<file path="src/rtl/elevator_scheduler.sv">
// -----------------------------------------------------------------------------
// elevator_scheduler
//   Single-car elevator controller. Floor calls latch into a pending mask. The
//   car keeps moving in its current direction while calls remain ahead of it,
//   and reverses only when nothing is left ahead (collective/SCAN behaviour).
//   Travel and door dwell are timed in strobes of an external tick.
//
// Ports
//   clk            system clock, all state changes on the rising edge
//   rst            asynchronous active-low reset
//   tick           one-cycle timebase strobe; timers advance only when high
//   req            floor call buttons, one bit per floor, level-sensitive
//   estop          emergency stop, level-sensitive
//   destination    registered pending-request mask
//   sim_state      registered state code: IDLE=00 MOVING=01 DOORS=10 HALT=11
//   current_floor  registered car position
//   dir_up         registered travel direction (1 = up, 0 = down)
// -----------------------------------------------------------------------------
module elevator_scheduler #(
   parameter  int FLOORS     = 8,
   parameter  int MOVE_TICKS = 4,
   parameter  int DOOR_TICKS = 3,
   localparam int FW         = (FLOORS > 1) ? $clog2(FLOORS) : 1
) (
   input  logic              clk,
   input  logic              rst,
   input  logic              tick,
   input  logic [FLOORS-1:0] req,
   input  logic              estop,
   output logic [FLOORS-1:0] destination,
   output logic [1:0]        sim_state,
   output logic [FW-1:0]     current_floor,
   output logic              dir_up
);

   localparam int MCW = (MOVE_TICKS > 1) ? $clog2(MOVE_TICKS) : 1;
   localparam int DCW = (DOOR_TICKS > 1) ? $clog2(DOOR_TICKS) : 1;

   localparam logic [MCW-1:0] MOVE_LAST  = MCW'(MOVE_TICKS - 1);
   localparam logic [MCW-1:0] MOVE_ONE   = MCW'(1);
   localparam logic [MCW-1:0] MOVE_ZERO  = MCW'(0);
   localparam logic [DCW-1:0] DOOR_LAST  = DCW'(DOOR_TICKS - 1);
   localparam logic [DCW-1:0] DOOR_ONE   = DCW'(1);
   localparam logic [DCW-1:0] DOOR_ZERO  = DCW'(0);
   localparam logic [FW-1:0]  TOP_FLOOR  = FW'(FLOORS - 1);
   localparam logic [FW-1:0]  ONE_FLOOR  = FW'(1);
   localparam logic [FW-1:0]  BASE_FLOOR = FW'(0);

   typedef enum logic [1:0] {
      ST_IDLE   = 2'b00,
      ST_MOVING = 2'b01,
      ST_DOORS  = 2'b10,
      ST_HALT   = 2'b11
   } state_t;

   state_t            state_r;
   logic [FLOORS-1:0] pending_r;
   logic [FW-1:0]     floor_r;
   logic              dir_up_r;
   logic [MCW-1:0]    move_cnt_r;
   logic [DCW-1:0]    door_cnt_r;

   logic [FW-1:0]     step_floor_s;
   logic [FLOORS-1:0] here_bit_s;
   logic [FLOORS-1:0] arrive_bit_s;
   logic [FLOORS-1:0] req_eff_s;
   logic [FLOORS-1:0] clr_s;
   logic [FLOORS-1:0] pending_nxt_s;
   logic              here_pend_s;
   logic              ahead_s;
   logic              behind_s;
   logic              arr_pend_s;
   logic              arr_ahead_s;
   logic              move_done_s;
   logic              door_done_s;

   // One-hot mask of a single floor.
   function automatic logic [FLOORS-1:0] floor_bit(input logic [FW-1:0] f);
      logic [FLOORS-1:0] m;
      for (int i = 0; i < FLOORS; i++) begin
         m[i] = (i == int'(f));
      end
      return m;
   endfunction

   // Floors strictly above f (up=1) or strictly below f (up=0).
   function automatic logic [FLOORS-1:0] side_mask(input logic [FW-1:0] f, input logic up);
      logic [FLOORS-1:0] m;
      for (int i = 0; i < FLOORS; i++) begin
         m[i] = up ? (i > int'(f)) : (i < int'(f));
      end
      return m;
   endfunction

   // Scheduling decode: neighbour floor, request lookups, door-entry clear.
   always_comb begin
      step_floor_s = floor_r;
      if (dir_up_r) begin
         if (floor_r == TOP_FLOOR) step_floor_s = floor_r;
         else                      step_floor_s = floor_r + ONE_FLOOR;
      end else begin
         if (floor_r == BASE_FLOOR) step_floor_s = floor_r;
         else                       step_floor_s = floor_r - ONE_FLOOR;
      end

      here_bit_s   = floor_bit(floor_r);
      arrive_bit_s = floor_bit(step_floor_s);
      here_pend_s  = |(pending_r & here_bit_s);
      ahead_s      = |(pending_r & side_mask(floor_r, dir_up_r));
      behind_s     = |(pending_r & side_mask(floor_r, ~dir_up_r));
      arr_pend_s   = |(pending_r & arrive_bit_s);
      arr_ahead_s  = |(pending_r & side_mask(step_floor_s, dir_up_r));
      move_done_s  = tick && (move_cnt_r == MOVE_LAST);
      door_done_s  = tick && (door_cnt_r == DOOR_LAST);

      // A call for the floor whose doors are already open is already served.
      if (state_r == ST_DOORS) req_eff_s = req & ~here_bit_s;
      else                     req_eff_s = req;

      // Clear is the floor being entered with doors opening; estop pre-empts it.
      clr_s = {FLOORS{1'b0}};
      if (!estop) begin
         case (state_r)
            ST_IDLE: begin
               if (here_pend_s) clr_s = here_bit_s;
               else             clr_s = {FLOORS{1'b0}};
            end
            ST_MOVING: begin
               if (move_done_s && arr_pend_s) clr_s = arrive_bit_s;
               else                           clr_s = {FLOORS{1'b0}};
            end
            default: clr_s = {FLOORS{1'b0}};
         endcase
      end else begin
         clr_s = {FLOORS{1'b0}};
      end

      pending_nxt_s = (pending_r | req_eff_s) & ~clr_s;
   end

   // Car FSM, position, direction, timers and pending-request mask.
   always_ff @(posedge clk or negedge rst) begin
      if (!rst) begin
         state_r    <= ST_IDLE;
         pending_r  <= {FLOORS{1'b0}};
         floor_r    <= BASE_FLOOR;
         dir_up_r   <= 1'b1;
         move_cnt_r <= MOVE_ZERO;
         door_cnt_r <= DOOR_ZERO;
      end else begin
         pending_r <= pending_nxt_s;
         if (estop) begin
            // Position and direction hold; any partial travel is discarded.
            state_r    <= ST_HALT;
            move_cnt_r <= MOVE_ZERO;
            door_cnt_r <= DOOR_ZERO;
         end else begin
            case (state_r)
               ST_IDLE: begin
                  if (here_pend_s) begin
                     state_r <= ST_DOORS;
                  end else if (ahead_s) begin
                     state_r <= ST_MOVING;
                  end else if (behind_s) begin
                     dir_up_r <= ~dir_up_r;
                     state_r  <= ST_MOVING;
                  end else begin
                     state_r <= ST_IDLE;
                  end
               end
               ST_MOVING: begin
                  if (move_done_s) begin
                     floor_r    <= step_floor_s;
                     move_cnt_r <= MOVE_ZERO;
                     if (arr_pend_s)       state_r <= ST_DOORS;
                     else if (arr_ahead_s) state_r <= ST_MOVING;
                     else                  state_r <= ST_IDLE;
                  end else if (tick) begin
                     move_cnt_r <= move_cnt_r + MOVE_ONE;
                  end else begin
                     move_cnt_r <= move_cnt_r;
                  end
               end
               ST_DOORS: begin
                  if (door_done_s) begin
                     door_cnt_r <= DOOR_ZERO;
                     state_r    <= ST_IDLE;
                  end else if (tick) begin
                     door_cnt_r <= door_cnt_r + DOOR_ONE;
                  end else begin
                     door_cnt_r <= door_cnt_r;
                  end
               end
               ST_HALT: begin
                  state_r <= ST_IDLE;
               end
               default: begin
                  state_r    <= ST_IDLE;
                  move_cnt_r <= MOVE_ZERO;
                  door_cnt_r <= DOOR_ZERO;
               end
            endcase
         end
      end
   end

   assign destination   = pending_r;
   assign sim_state     = state_r;
   assign current_floor = floor_r;
   assign dir_up        = dir_up_r;

endmodule

</file>
<file path="config.mk">
export PLATFORM = sky130hd
export DESIGN_NAME = elevator_scheduler
export DESIGN_NICKNAME = d
export VERILOG_FILES = /design/src/rtl/elevator_scheduler.sv
export SDC_FILE = /design/constraint.sdc
export NUM_CORES = 1
export LEC_CHECK = 0
export ABC_AREA = 1
export CORE_UTILIZATION = 56
export DETAILED_ROUTE_END_ITERATION = 16
export PLACE_DENSITY_LB_ADDON = 0.25
export SLEW_MARGIN = 25
export SYNTH_ARGS = -nofsm -noshare
export SYNTH_HDL_FRONTEND = slang
export SYNTH_SLANG_ARGS = --single-unit
export TNS_END_PERCENT = 100
</file>
<file path="constraint.sdc">
create_clock -name clk -period 3.38 [get_ports clk]
set_clock_uncertainty 0.15 [all_clocks]
set_input_delay 0.676 -clock clk [delete_from_list [all_inputs] [get_ports clk]]
set_output_delay 0.676 -clock clk [all_outputs]
set_load 0.01 [all_outputs]
</file>
* Word-level counts from Yosys, hierarchy flattened
Index checks and enable logic that the tools add are counted.
W data, S select, Z words.
** Word-level totals
- Bits in writable memories :: 0
- Memories :: 0
- Logic and storage cells :: 144
- Latch bits :: 0
- Register bits after elaboration :: 18
- Bits in read-only memories :: 0
- Input port bits :: 12
** Cells by class
- Shift-type cells :: 0
- Add/sub/neg operators :: 4
- Mux-type cells :: 49
- Equal/unequal tests :: 22
- Order comparisons :: 28
- Reduce and logical (&&, ||, !) cells :: 21
- Div/mod/pow operators :: 0
- $mul :: 0
- Bitwise logic cells :: 14
** Operators with widths (count)
- $and A8 B8 Y8 :: 7
- $reduce_or A8 Y1 :: 5
- $mux W8 :: 4
- $mux W1 :: 27
- $mux W2 :: 13
- $eq A3 B3 Y1 const A :: 8
- $gt A3 B3 Y1 const A :: 8
- $lt A3 B3 Y1 const A :: 6
- $not A8 Y8 :: 2
- $pmux W8 S2 :: 1
- $eq A2 B3 Y1 const A :: 4
- $gt A2 B3 Y1 const A :: 4
- $lt A1 B3 Y1 const A :: 4
- $lt A2 B3 Y1 const A :: 4
- $logic_not A3 Y1 :: 3
- $mux W3 :: 3
- $eq A2 B2 Y1 const B :: 4
- $or A8 B8 Y8 :: 1
- $pmux W2 S4 :: 1
- $eq A1 B3 Y1 const A :: 2
- $gt A1 B3 Y1 const A :: 2
- $ne A3 B3 Y1 const B :: 2
- $reduce_and A2 Y1 :: 3
- $reduce_bool A3 Y1 :: 2
- 11 further kinds :: 18

* Longest topological paths before layout
Gate-level depths: netlist of the first run.
- Depth in word-level cells :: 12
- Depth in mapped cells :: 17

* Worst setup path after synthesis of the first run
Ideal clock, no wire load.
- Path type :: reg2reg
- From :: reg floor_r[1], in the netlist current_floor[1]
- To :: reg pending_r[1], in the netlist destination[1]
- Path buffers :: 2
- Data required time :: 3.091 ns
- Cell stages (with the launch flop) :: 16
- Clock period less this slack :: 2.354 ns
- Library setup time :: 0.139 ns
- Setup slack :: 1.026 ns
- Data arrival time :: 2.065 ns
- Cells stage by stage :: dfrtp_1 clkbuf_2 inv_1 ha_1 inv_1 a21oi_1 nand2_2 nand2_2 buf_6 nand4_1 nand2_1 nor2_2 nand2_4 nand2_2 o21ai_2 a21oi_2
** On the way
- Cells in the longest elaborated chain, start to end :: 12
- Elaborated cells on any way between the ends :: 38
- Those cells by class :: add/sub: 2; eq/ne: 15; mux: 8; bitwise: 7; reduce/logical: 6
** RTL lines
- start: declaration :: line 58 : logic [FW-1:0] floor_r;
- start signal: assignment :: line 173 : floor_r <= step_floor_s;
- $sub A3 B1 Y3, or another cell as far along :: line 103 : else step_floor_s = floor_r - ONE_FLOOR;
- $mux W3, on equally long branches :: line 102, 99
- $mux W3 :: line 98 : if (dir_up_r) begin
- $eq A2 B3 Y1, or another cell as far along :: line 81 : m[i] = (i == int'(f));
- $and A8 B8 Y8 :: line 111 : arr_pend_s = |(pending_r & arrive_bit_s);
- $reduce_or A8 Y1 :: line 111
- $logic_and A1 B1 Y1 :: line 129 : if (move_done_s && arr_pend_s) clr_s = arrive_bit_s;
- $mux W8 :: line 129
- $pmux W8 S2 :: line 123 : case (state_r)
- $mux W8 :: line 122 : if (!estop) begin
- $not A8 Y8 :: line 138 : pending_nxt_s = (pending_r | req_eff_s) & ~clr_s;
- $and A8 B8 Y8 (*) :: line 138
- named net pending_nxt_s[1] :: line 68 : logic [FLOORS-1:0] pending_nxt_s;
- end signal: assignment :: line 145 : pending_r <= {FLOORS{1'b0}};
- end signal: assignment :: line 151 : pending_r <= pending_nxt_s;
- end: declaration :: line 57 : logic [FLOORS-1:0] pending_r;
The timed path passes the listed nets; every way through them passes the cells marked *.
A chain may end at the register's enable or synchronous reset.

* Worst setup path in the final report of the first run
- From :: reg floor_r[1], in the netlist current_floor[1]
- To :: reg state_r[0], in the netlist sim_state[0]
** On the way
- Cells in the longest elaborated chain, start to end :: 12
- Elaborated cells on any way between the ends :: 93
- Those cells by class :: add/sub: 2; order compare: 28; eq/ne: 15; mux: 35; bitwise: 5; reduce/logical: 8
** RTL lines
- $sub A3 B1 Y3, or another cell as far along :: line 103
- $mux W3, on equally long branches :: line 102, 99
- $mux W3 :: line 98
- $lt A1 B3 Y1, or another cell as far along :: line 90 : m[i] = up ? (i > int'(f)) : (i < int'(f));
- $mux W1 :: line 90
- $and A8 B8 Y8 :: line 112 : arr_ahead_s = |(pending_r & side_mask(step_floor_s, dir_up_r));
- $reduce_or A8 Y1 :: line 112
- $mux W1 :: line 176 : else if (arr_ahead_s) state_r <= ST_MOVING;
- $mux W2 :: line 175 : if (arr_pend_s) state_r <= ST_DOORS;
- $mux W2 :: line 172 : if (move_done_s) begin
- $pmux W2 S4 (*) :: line 158 : case (state_r)
- $mux W2 (*) :: line 152 : if (estop) begin
- end signal: assignment :: line 154 : state_r <= ST_HALT;
- end signal: assignment :: line 175
- end signal: assignment :: line 176
- end: declaration :: line 56 : state_t state_r;
Every way passes the cells marked *; elsewhere a longest branch is shown, timed or not. The select of a mux whose other input is x is not followed.

==> results of run 1 <==
==> flip-flops by register name, indices dropped and copies added, names as in the netlist <==
register	flops
sim_state	2
move_cnt_r	2
door_cnt_r	2
destination	8
dir_up	1
current_floor	3
==> through the flow <==
stage / instances / setup slack, ns / instance area [um^2] / utilization, %
2_1_floorplan: 312 / 1.03 / 1940 / -
3_3_place_gp: 375 / 0.772 / 2190 / 65.7
3_5_place_dp: 375 / 0.672 / 2190 / 65.7
4_1_cts: 379 / 0.636 / 2230 / 66.7
5_1_grt: 379 / 0.352 / 2230 / 66.7
6_report: 379 / 0.614 / 2230 / 66.7
==> cell families (layout without fill, tap and decap cells) <==
family	count (synthesis)	in the layout	share of synthesized area (%)
buffers and inverters	51	72	11.8
AOI/OAI and AO/OA	52	52	15.8
xor gates and xnor gates	3	3	1.35
adders and majority gates	7	7	4.51
DFF	18	18	23.2
and+or+nand+nor	181	181	43.3
==> cell type report <==
type,instances,share of cell area [%]
inverters,41,6.91
multi-input cells,243,56.7
flip-flops and latches,18,20.3
repair buffers,27,11.9
clock buffers,4,1.63
well taps,46,2.58
==> where the power goes <==
part | leakage [nW] | internal, mW | switching, mW
Combinational | 0.925 | 0.0756 | 0.120
Sequential | 0.199 | 0.233 | 0.0253
Clock | 0.0210 | 0.0658 | 0.0829
Total | 1.14 | 0.375 | 0.228
==> metal layers <==
metal  global-route usage (%)  up-vias
li1                         -     1068
met1                     45.8      958
met2                     50.9      121
met3                     5.12       16
met4                     7.14        0
met5                        0        -
==> critical path, delay by kind of cell (launching register included) <==
family	cells	cell delay [ns]
flip-flops	1	0.55
AO/OA/AOI/OAI	1	0.09
AND/OR/NAND/NOR	12	1.33
buffers and inverters	1	0.24
adder cells (fa/ha/maj)	1	0.29
==> how the worst min path moves through the flow <==
| stage | start | end | slack [ns] | cells after the start |
|---|---|---|---|---|
| 2_1_floorplan | rst | current_floor[0] | 0.23 | 0 |
| 3_3_place_gp | door_cnt_r[0] | door_cnt_r[0] | 0.36 | 1 |
| 3_5_place_dp | door_cnt_r[0] | door_cnt_r[0] | 0.36 | 1 |
| 4_1_cts | door_cnt_r[0] | door_cnt_r[0] | 0.37 | 1 |
| 5_1_grt | door_cnt_r[0] | door_cnt_r[0] | 0.39 | 1 |
| 6_report | door_cnt_r[0] | door_cnt_r[0] | 0.37 | 1 |
==> cell usage after synthesis (3+ instances only) <==
library cell	n	area share, %
o21ai_0	18	4.6
nor2_1	28	5.4
buf_6	3	1.7
buf_4	3	1.2
nand4_1	13	4.2
nor3_1	5	1.3
inv_2	3	0.58
a21oi_2	8	3.6
inv_1	37	7.1
nand2_2	6	1.9
nand3_1	29	7.5
xor2_1	3	1.4
a21oi_1	15	3.9
nor2_2	3	0.97
nand2_1	90	17
dfrtp_1	17	22
o22ai_1	4	1.3
ha_1	7	4.5
==> layout by cell type (no fill, tap or decap) <==
cell and instances:
nand3_4 1, a21oi_1 15, nor4_2 1, clkdlybuf4s50_1 25
nor3_1 5, o21ai_1 2, buf_4 2, nand3_2 1
inv_2 3, a21oi_2 8, nor2_2 3, dfrtp_1 17
a31oi_1 1, nor2_1 28, nand4_1 13, nand3b_4 1
ha_1 7, o21ai_0 18, clkbuf_4 3, nor3b_1 1
nand2_2 6, dfstp_2 1, xor2_1 3, o211ai_1 2
o22ai_1 4, a21o_1 1, clkbuf_8 1, nand2_1 90
nand2_4 2, clkinv_1 1, inv_1 37, nand3_1 29
o21ai_2 1
==> results.json, run 1 <==
{
  "outcome": "completed",
  "p_total_mw": 0.603,
  "fp.dieH_um": 60.9,
  "diodes": 0,
  "floorplan.initialDensity_pct": 58.2,
  "fin_crit_ns": 2.77,
  "drt-met1-wl_mm": 2.42,
  "dr.pass1.iters": 7,
  "nFillCells": 316,
  "clkTransAtPathRegs_ns": 0.13,
  "maxCapViolations": 0,
  "finalSetupViolations": 0,
  "synthesis.area_um2": 1940,
  "postCtsHoldBufs": 0,
  "p_leak_nw": 1.14,
  "startpoint": "current_floor[1]",
  "async_flop_share_pct": 100,
  "gp_congestion": 0.982,
  "maxUsedRoutingLayer": "met4",
  "multiInputGateArea_um2": 1260,
  "postSynthAreaPerCell_um2": 6.23,
  "r2r-end": "sim_state[0]",
  "post-route-drc-count": 0,
  "vias": 2163,
  "ir_worst_vdd_mv": 0.180,
  "syn_to_final_growth_pct": 14.6,
  "cts_root_buffer": "clkbuf_4",
  "crit_required_ns": 3.43,
  "cts_buffer_depth": 2,
  "routedWlPerCell_um": 14.6,
  "crit_chain": "inv_1, ha_1, nand2_1, nand2_1, nand3_1, nand2_2, nand2_1, nor2_2, o21ai_0, nand3_1, nand2_1, nor2_1, nand2_1, nand2_1, nand3_1",
  "netlist_instances": 312,
  "die_w_um": 60.9,
  "grt_max_degree": 21,
  "setup-tns-final_ns": 0,
  "cts_setup_buffers": 0,
  "finalCritPeriodShare_pct": 81.8,
  "grt_pass1_vias": 1820,
  "synth.distinct_cells": 34,
  "die_area_um2": 3710,
  "dp_hpwl_mm": 4.22,
  "hold_slack_ns": 0.374,
  "register_area_um2": 452,
  "grt_usage_pct": 32.0,
  "rows": 21,
  "ant_nets": 0,
  "setup.worst_path.end": "sim_state[0]",
  "wl_met2_mm": 2.44,
  "rrSetupSlack_ns": 0.61,
  "rsz0062_at_grt": "no",
  "cp-end-kind": "flop",
  "cts_inserted_buffers": 3,
  "tightest_slew_ns": 0.938,
  "postRouteWirelength_mm": 5.52,
  "yosysSeqAreaShare_pct": 23.2,
  "nNetsFinal": 353,
  "insertion_delay_ns": 0.32,
  "port_buffers": 25,
  "fmax_ghz": 0.362,
  "hp-class": "reg2reg",
  "cts_tree": "done",
  "synthesis.nets": 331,
  "crit_arrival_ns": 2.82,
  "viasPerCell": 5.71,
  "rr_worst_depth": 15,
  "synth_edf_count": 0,
  "slew_viol_final": 0,
  "core_area_um2": 3340,
  "drive_gt1_share_pct": 10.2,
  "yosysWarnings": 0,
  "ys_ff_latch": 18,
  "grt_pass1_wl_mm": 8.71,
  "clock_sinks": 18,
  "power_density_nw_per_um2": 271,
  "critical_path_class": "reg2reg",
  "initialDrtViolationCount": 229,
  "gr-total-overflow": 0,
  "cts-resized-gates": 0,
  "cp_max_fo": 12,
  "antenna_found_initial": 0,
  "cp-start-kind": "flop",
  "ys.flop_type": "dfrtp_1",
  "timing.final.hold_violations": 0,
  "cts_max_level": 1,
  "dr_wl_met3_um": 587,
  "slowest_stage": "dfrtp_1",
  "io-pin-count": 26,
  "crit_top_cell": "nand2_1",
  "slew_headroom_pct": 37.3,
  "cpPeakStageDelay_ns": 0.55,
  "r2r_start": "current_floor[1]"
}
Power figures use the tool's default switching activity.
==> inputs of run 2 (changes only) <==
CORE_UTILIZATION = 50   (was 56)
clock period = 2.3 ns   (was 3.38 ns; I/O delays follow)
==> results.json, run 2 (synthesis gave the netlist of run 1 again) <==
{
  "io-pin-count": 26,
  "cp-end-kind": "flop",
  "fin_crit_ns": 2.30,
  "grt_max_degree": 19,
  "diodes": 0,
  "cp-start-kind": "flop",
  "tightest_slew_ns": 0.353,
  "multiInputGateArea_um2": 1470,
  "die_w_um": 64.3,
  "dp_slack_ns": -0.0558,
  "nNetsFinal": 392,
  "floorplan.initialDensity_pct": 52.7,
  "finalCritPeriodShare_pct": 100,
  "dr.pass1.iters": 6,
  "p_total_mw": 1.04,
  "cpPeakStageDelay_ns": 0.45,
  "cts_max_level": 1,
  "routedWlPerCell_um": 16.2,
  "post-route-drc-count": 0,
  "drive_gt1_share_pct": 27.7,
  "design_area_um2": 2740,
  "syn_to_final_growth_pct": 41.1,
  "hp-class": "in2async",
  "grt_pass1_vias": 2070,
  "vias": 2413,
  "cts_buffer_depth": 2,
  "ir_worst_vdd_mv": 0.300,
  "stdcell_count": 420,
  "grt_usage_pct": 31.3,
  "dp_hpwl_mm": 4.63,
  "cts_inserted_buffers": 3,
  "fmax_ghz": 0.435,
  "rsz0062_at_grt": "yes",
  "slew_headroom_pct": 76.5,
  "timing.final.hold_violations": 0,
  "slowest_stage": "dfrtp_1",
  "critPathBufInv": 3,
  "mostFrequentLayoutCells": "nand2_1, buf_4, inv_1, nand3_1",
  "crit_chain": "inv_2, ha_4, buf_4, nand3_1, nand3_2, nand2_4, buf_4, nand4_1, nand2_2, nor2_4, nand2_4, nand4_1, nand2_1, a21oi_2",
  "fp.dieH_um": 64.3,
  "postRouteWirelength_mm": 6.79,
  "clock_sinks": 18,
  "largest_register_ffs": 8,
  "antenna_found_initial": 0,
  "nFillCells": 304,
  "cts_tree": "done",
  "cts_root_buffer": "clkbuf_8",
  "register_area_um2": 453,
  "grt_pass1_wl_mm": 9.79,
  "cp_max_fo": 5,
  "rows": 22,
  "postCtsHoldBufs": 0,
  "slew_viol_final": 0,
  "maxCapViolations": 0,
  "viasPerCell": 5.75,
  "gr-total-overflow": 0,
  "outcome": "completed",
  "port_buffers": 25,
  "critical_path_class": "reg2reg",
  "crit_required_ns": 2.34,
  "die_area_um2": 4140,
  "power_density_nw_per_um2": 377,
  "cpLargestDelayFamily": "simple AND/OR/NAND/NOR gates",
  "dp.cells": 401,
  "postLayoutSetupSlackWorst_ns": 0.00106,
  "ant_nets": 0,
  "p_leak_nw": 1.35,
  "insertion_delay_ns": 0.26,
  "core_area_um2": 3690,
  "gp_congestion": 0.942,
  "finalSetupViolations": 0,
  "clkTransAtPathRegs_ns": 0.08,
  "final_common_cell": "nand2_1",
  "crit_arrival_ns": 2.34,
  "dpl-instance-area_um2": 2370,
  "initialDrtViolationCount": 269,
  "rrSetupSlack_ns": 0.001,
  "postLayoutCoreUtil_pct": 74.4
}
[run 2: power by group]
group          internal [mW]  switching (mW)  total [mW]
Clock                  0.152           0.115       0.268
Combinational          0.168           0.220       0.387
Sequential             0.343          0.0369       0.380
[run 2: worst paths after layout]
path,startpoint,end,cells past startpoint
max,current_floor[1],destination[4],14
min,rst,current_floor[1],2
max reg2reg,current_floor[1],destination[4],14
min in group clk,door_cnt_r[0],door_cnt_r[0],1
max in group asynchronous,rst,dir_up,2
min reg2reg,door_cnt_r[0],door_cnt_r[0],1
[run 2: metrics by stage]
step	setup TNS, ns	hold slack (ns)
2_1_floorplan	0	0.0144
3_3_place_gp	-0.0190	0.353
3_5_place_dp	-0.0558	0.368
4_1_cts	-0.00247	0.377
5_1_grt	-0.659	0.394
6_report	0	0.375
[run 2: layer usage]
metal  part of all wire, %  routed length (um)  vias up  global-route usage [%]
met2                    46                3150      131                    49.1
met5                     0                   0        -                       0
met3                   7.7                 524       30                    4.82
met1                    42                2870     1110                    44.0
met4                   3.7                 250        0                    8.89
li1                      -                   -     1142                       -
[run 2: worst register-to-register path, cell delays in order (launching register included)]
cell and delay [ns]:
dfrtp_1 0.45, inv_2 0.16, ha_4 0.20, buf_4 0.13, nand3_1 0.11, nand3_2 0.11, nand2_4 0.08, buf_4 0.14
nand4_1 0.10, nand2_2 0.08, nor2_4 0.14, nand2_4 0.10, nand4_1 0.10, nand2_1 0.08, a21oi_2 0.11
[run 2: cell type report]
class                           instances  area share [%]
Sequential cell                        18            16.5
Inverter                               41            5.70
Clock buffer                            4            2.01
Tap cell                               48            2.19
Timing Repair Buffer                   64            20.0
Multi-Input combinational cell        245            53.6
[run 2: timing repair]
item | in CTS | in global routing
cloned | 0 | 2
hold endpoints to repair | 0 | 0
gates resized for setup | 3 | 46
setup buffers | 1 | 12
endpoints found under the setup margin | 2 | 11
pin swaps | 0 | 18
==> inputs of run 3 (changes only) <==
clock period = 2 ns   (was 2.3 ns; I/O delays follow)
==> results.json, run 3 (synthesis gave the netlist of run 1 again) <==
{
  "fp.dieH_um": 64.3,
  "grt_pass1_vias": 2517,
  "rows": 22,
  "vias": 3075,
  "r2r_start": "current_floor[0]",
  "finalSetupViolations": 11,
  "ant_nets": 0,
  "timing.final.hold_violations": 0,
  "outcome": "finished, violations left",
  "viasPerCell": 6.79,
  "startpoint": "current_floor[0]",
  "core_area_um2": 3690,
  "mostFrequentLayoutCells": "nand2_1, buf_4, inv_1, nand3_1, clkdlybuf4s50_1",
  "grt_usage_pct": 39.0,
  "nFillCells": 186,
  "cts_tree": "done",
  "clkTransAtPathRegs_ns": 0.09,
  "drive_gt1_share_pct": 39.5,
  "power_density_nw_per_um2": 423,
  "cts_inserted_buffers": 3,
  "maxCapViolations": 0,
  "violations": "negative setup slack",
  "die_w_um": 64.3,
  "floorplan.initialDensity_pct": 52.7,
  "r2r-end": "sim_state[0]",
  "worst-path-stages": 12,
  "cpPeakStageDelay_ns": 0.48,
  "nNetsFinal": 425,
  "antenna_found_initial": 0,
  "critical_path_class": "reg2reg",
  "clock_sinks": 18,
  "p_sw_mw": 0.535,
  "diodes": 0,
  "slowest_stage": "dfrtp_2",
  "crit_required_ns": 2.00,
  "p_seq_share_pct": 32.6,
  "port_buffers": 25,
  "tightest_slew_ns": 0.416,
  "dp_hpwl_mm": 4.57,
  "cpLargestDelayFamily": "simple AND/OR/NAND/NOR gates",
  "postRouteWirelength_mm": 9.90,
  "slew_headroom_pct": 72.3,
  "hp-class": "in2async",
  "register_area_um2": 454,
  "slew_viol_final": 0,
  "grt_pass1_wl_mm": 12.2,
  "setup-tns-final_ns": -5.20,
  "ir_worst_vdd_mv": 0.424,
  "critPathBufInv": 2,
  "rr_worst_depth": 12,
  "crit_arrival_ns": 2.58,
  "p_sw_share_pct": 40.1,
  "die_area_um2": 4140,
  "initialDrtViolationCount": 616,
  "hold_slack_ns": 0.299,
  "p_total_mw": 1.34,
  "routedWlPerCell_um": 21.9,
  "post-route-drc-count": 0,
  "cp-end-kind": "flop",
  "crit_chain": "inv_4, ha_4, buf_6, nand3_1, nand3_1, nand2_4, o21ai_0, o21ai_1, nor2_4, nand2_2, nand2_2, nand3_2",
  "rrSetupSlack_ns": -0.59,
  "dr.pass1.iters": 11,
  "postLayoutCoreUtil_pct": 85.7,
  "cts_max_level": 1,
  "io-pin-count": 26,
  "pwr-share-clk_pct": 24.6,
  "setup.worst_path.end": "sim_state[0]",
  "fin_crit_ns": 2.59,
  "cp_max_fo": 12,
  "rsz0062_at_grt": "yes",
  "fmax_ghz": 0.387,
  "insertion_delay_ns": 0.27,
  "gp_congestion": 1.10,
  "largest_register_ffs": 8,
  "syn_to_final_growth_pct": 62.7,
  "comb_power_share_pct": 42.8,
  "cts_root_buffer": "clkbuf_8",
  "cp-start-kind": "flop",
  "postLayoutSetupSlackWorst_ns": -0.586,
  "p_leak_nw": 1.56,
  "finalCritPeriodShare_pct": 129,
  "final_common_cell": "nand2_1",
  "grt_max_degree": 19,
  "dp.cells": 426,
  "cts_buffer_depth": 2,
  "p_int_mw": 0.801,
  "multiInputGateArea_um2": 1610,
  "gr-total-overflow": 0,
  "stdcell_count": 453
}
-- run 3: worst min-delay path by stage --
stage,from,endpoint,slack [ns]
2_1_floorplan,rst,current_floor[0],-0.05
3_3_place_gp,door_cnt_r[0],door_cnt_r[0],0.35
3_5_place_dp,door_cnt_r[0],door_cnt_r[0],0.36
4_1_cts,rst,current_floor[2],0.32
5_1_grt,rst,current_floor[2],0.34
6_report,rst,current_floor[2],0.30
-- run 3: worst reg2reg max path, delay by kind of cell (launching register included) --
family | cells | cell delay (ns)
adders and majority gates | 1 | 0.20
AOI/OAI and AO/OA | 2 | 0.61
buffers and inverters | 2 | 0.24
and+or+nand+nor | 7 | 0.78
DFF | 1 | 0.48
-- run 3: stage by stage --
step	cell area (um^2)	setup WS [ns]
after floorplan	1990	-0.0940
after global placement	2600	-0.345
after detailed placement	2600	-0.384
after CTS	2920	-0.158
after global routing	3160	-0.618
final	3160	-0.586
-- run 3: what timing repair did --
item	4_1_cts	5_1_grt
pin swaps	12	30
resized for setup	43	45
buffers inserted	12	8
setup endpoints to repair	12	13
hold buffers	0	0
gates cloned	2	1
-- run 3: layout make-up --
cell class | instances | share of cell area [%]
multi-input cells | 246 | 50.9
repair buffers | 96 | 25.9
flip-flops and latches | 18 | 14.4
inverters | 41 | 5.19
well taps | 48 | 1.90
clock buffers | 4 | 1.74
-- run 3: power groups by stage --
stage	logic [mW]	registers, mW	clock network, mW
after detailed placement	0.395	0.437	0
after floorplan	0.222	0.439	0
after global routing	0.593	0.438	0.330
after global placement	0.387	0.436	0
final	0.572	0.435	0.329
after CTS	0.455	0.432	0.317
-- run 3: metal layers --
layer | up-vias | GRT usage (%) | routed length (um)
met5 | - | 0 | 0
met2 | 360 | 61.7 | 4160
met3 | 130 | 6.79 | 1400
met1 | 1371 | 48.6 | 3390
met4 | 0 | 25.0 | 949
li1 | 1214 | - | -
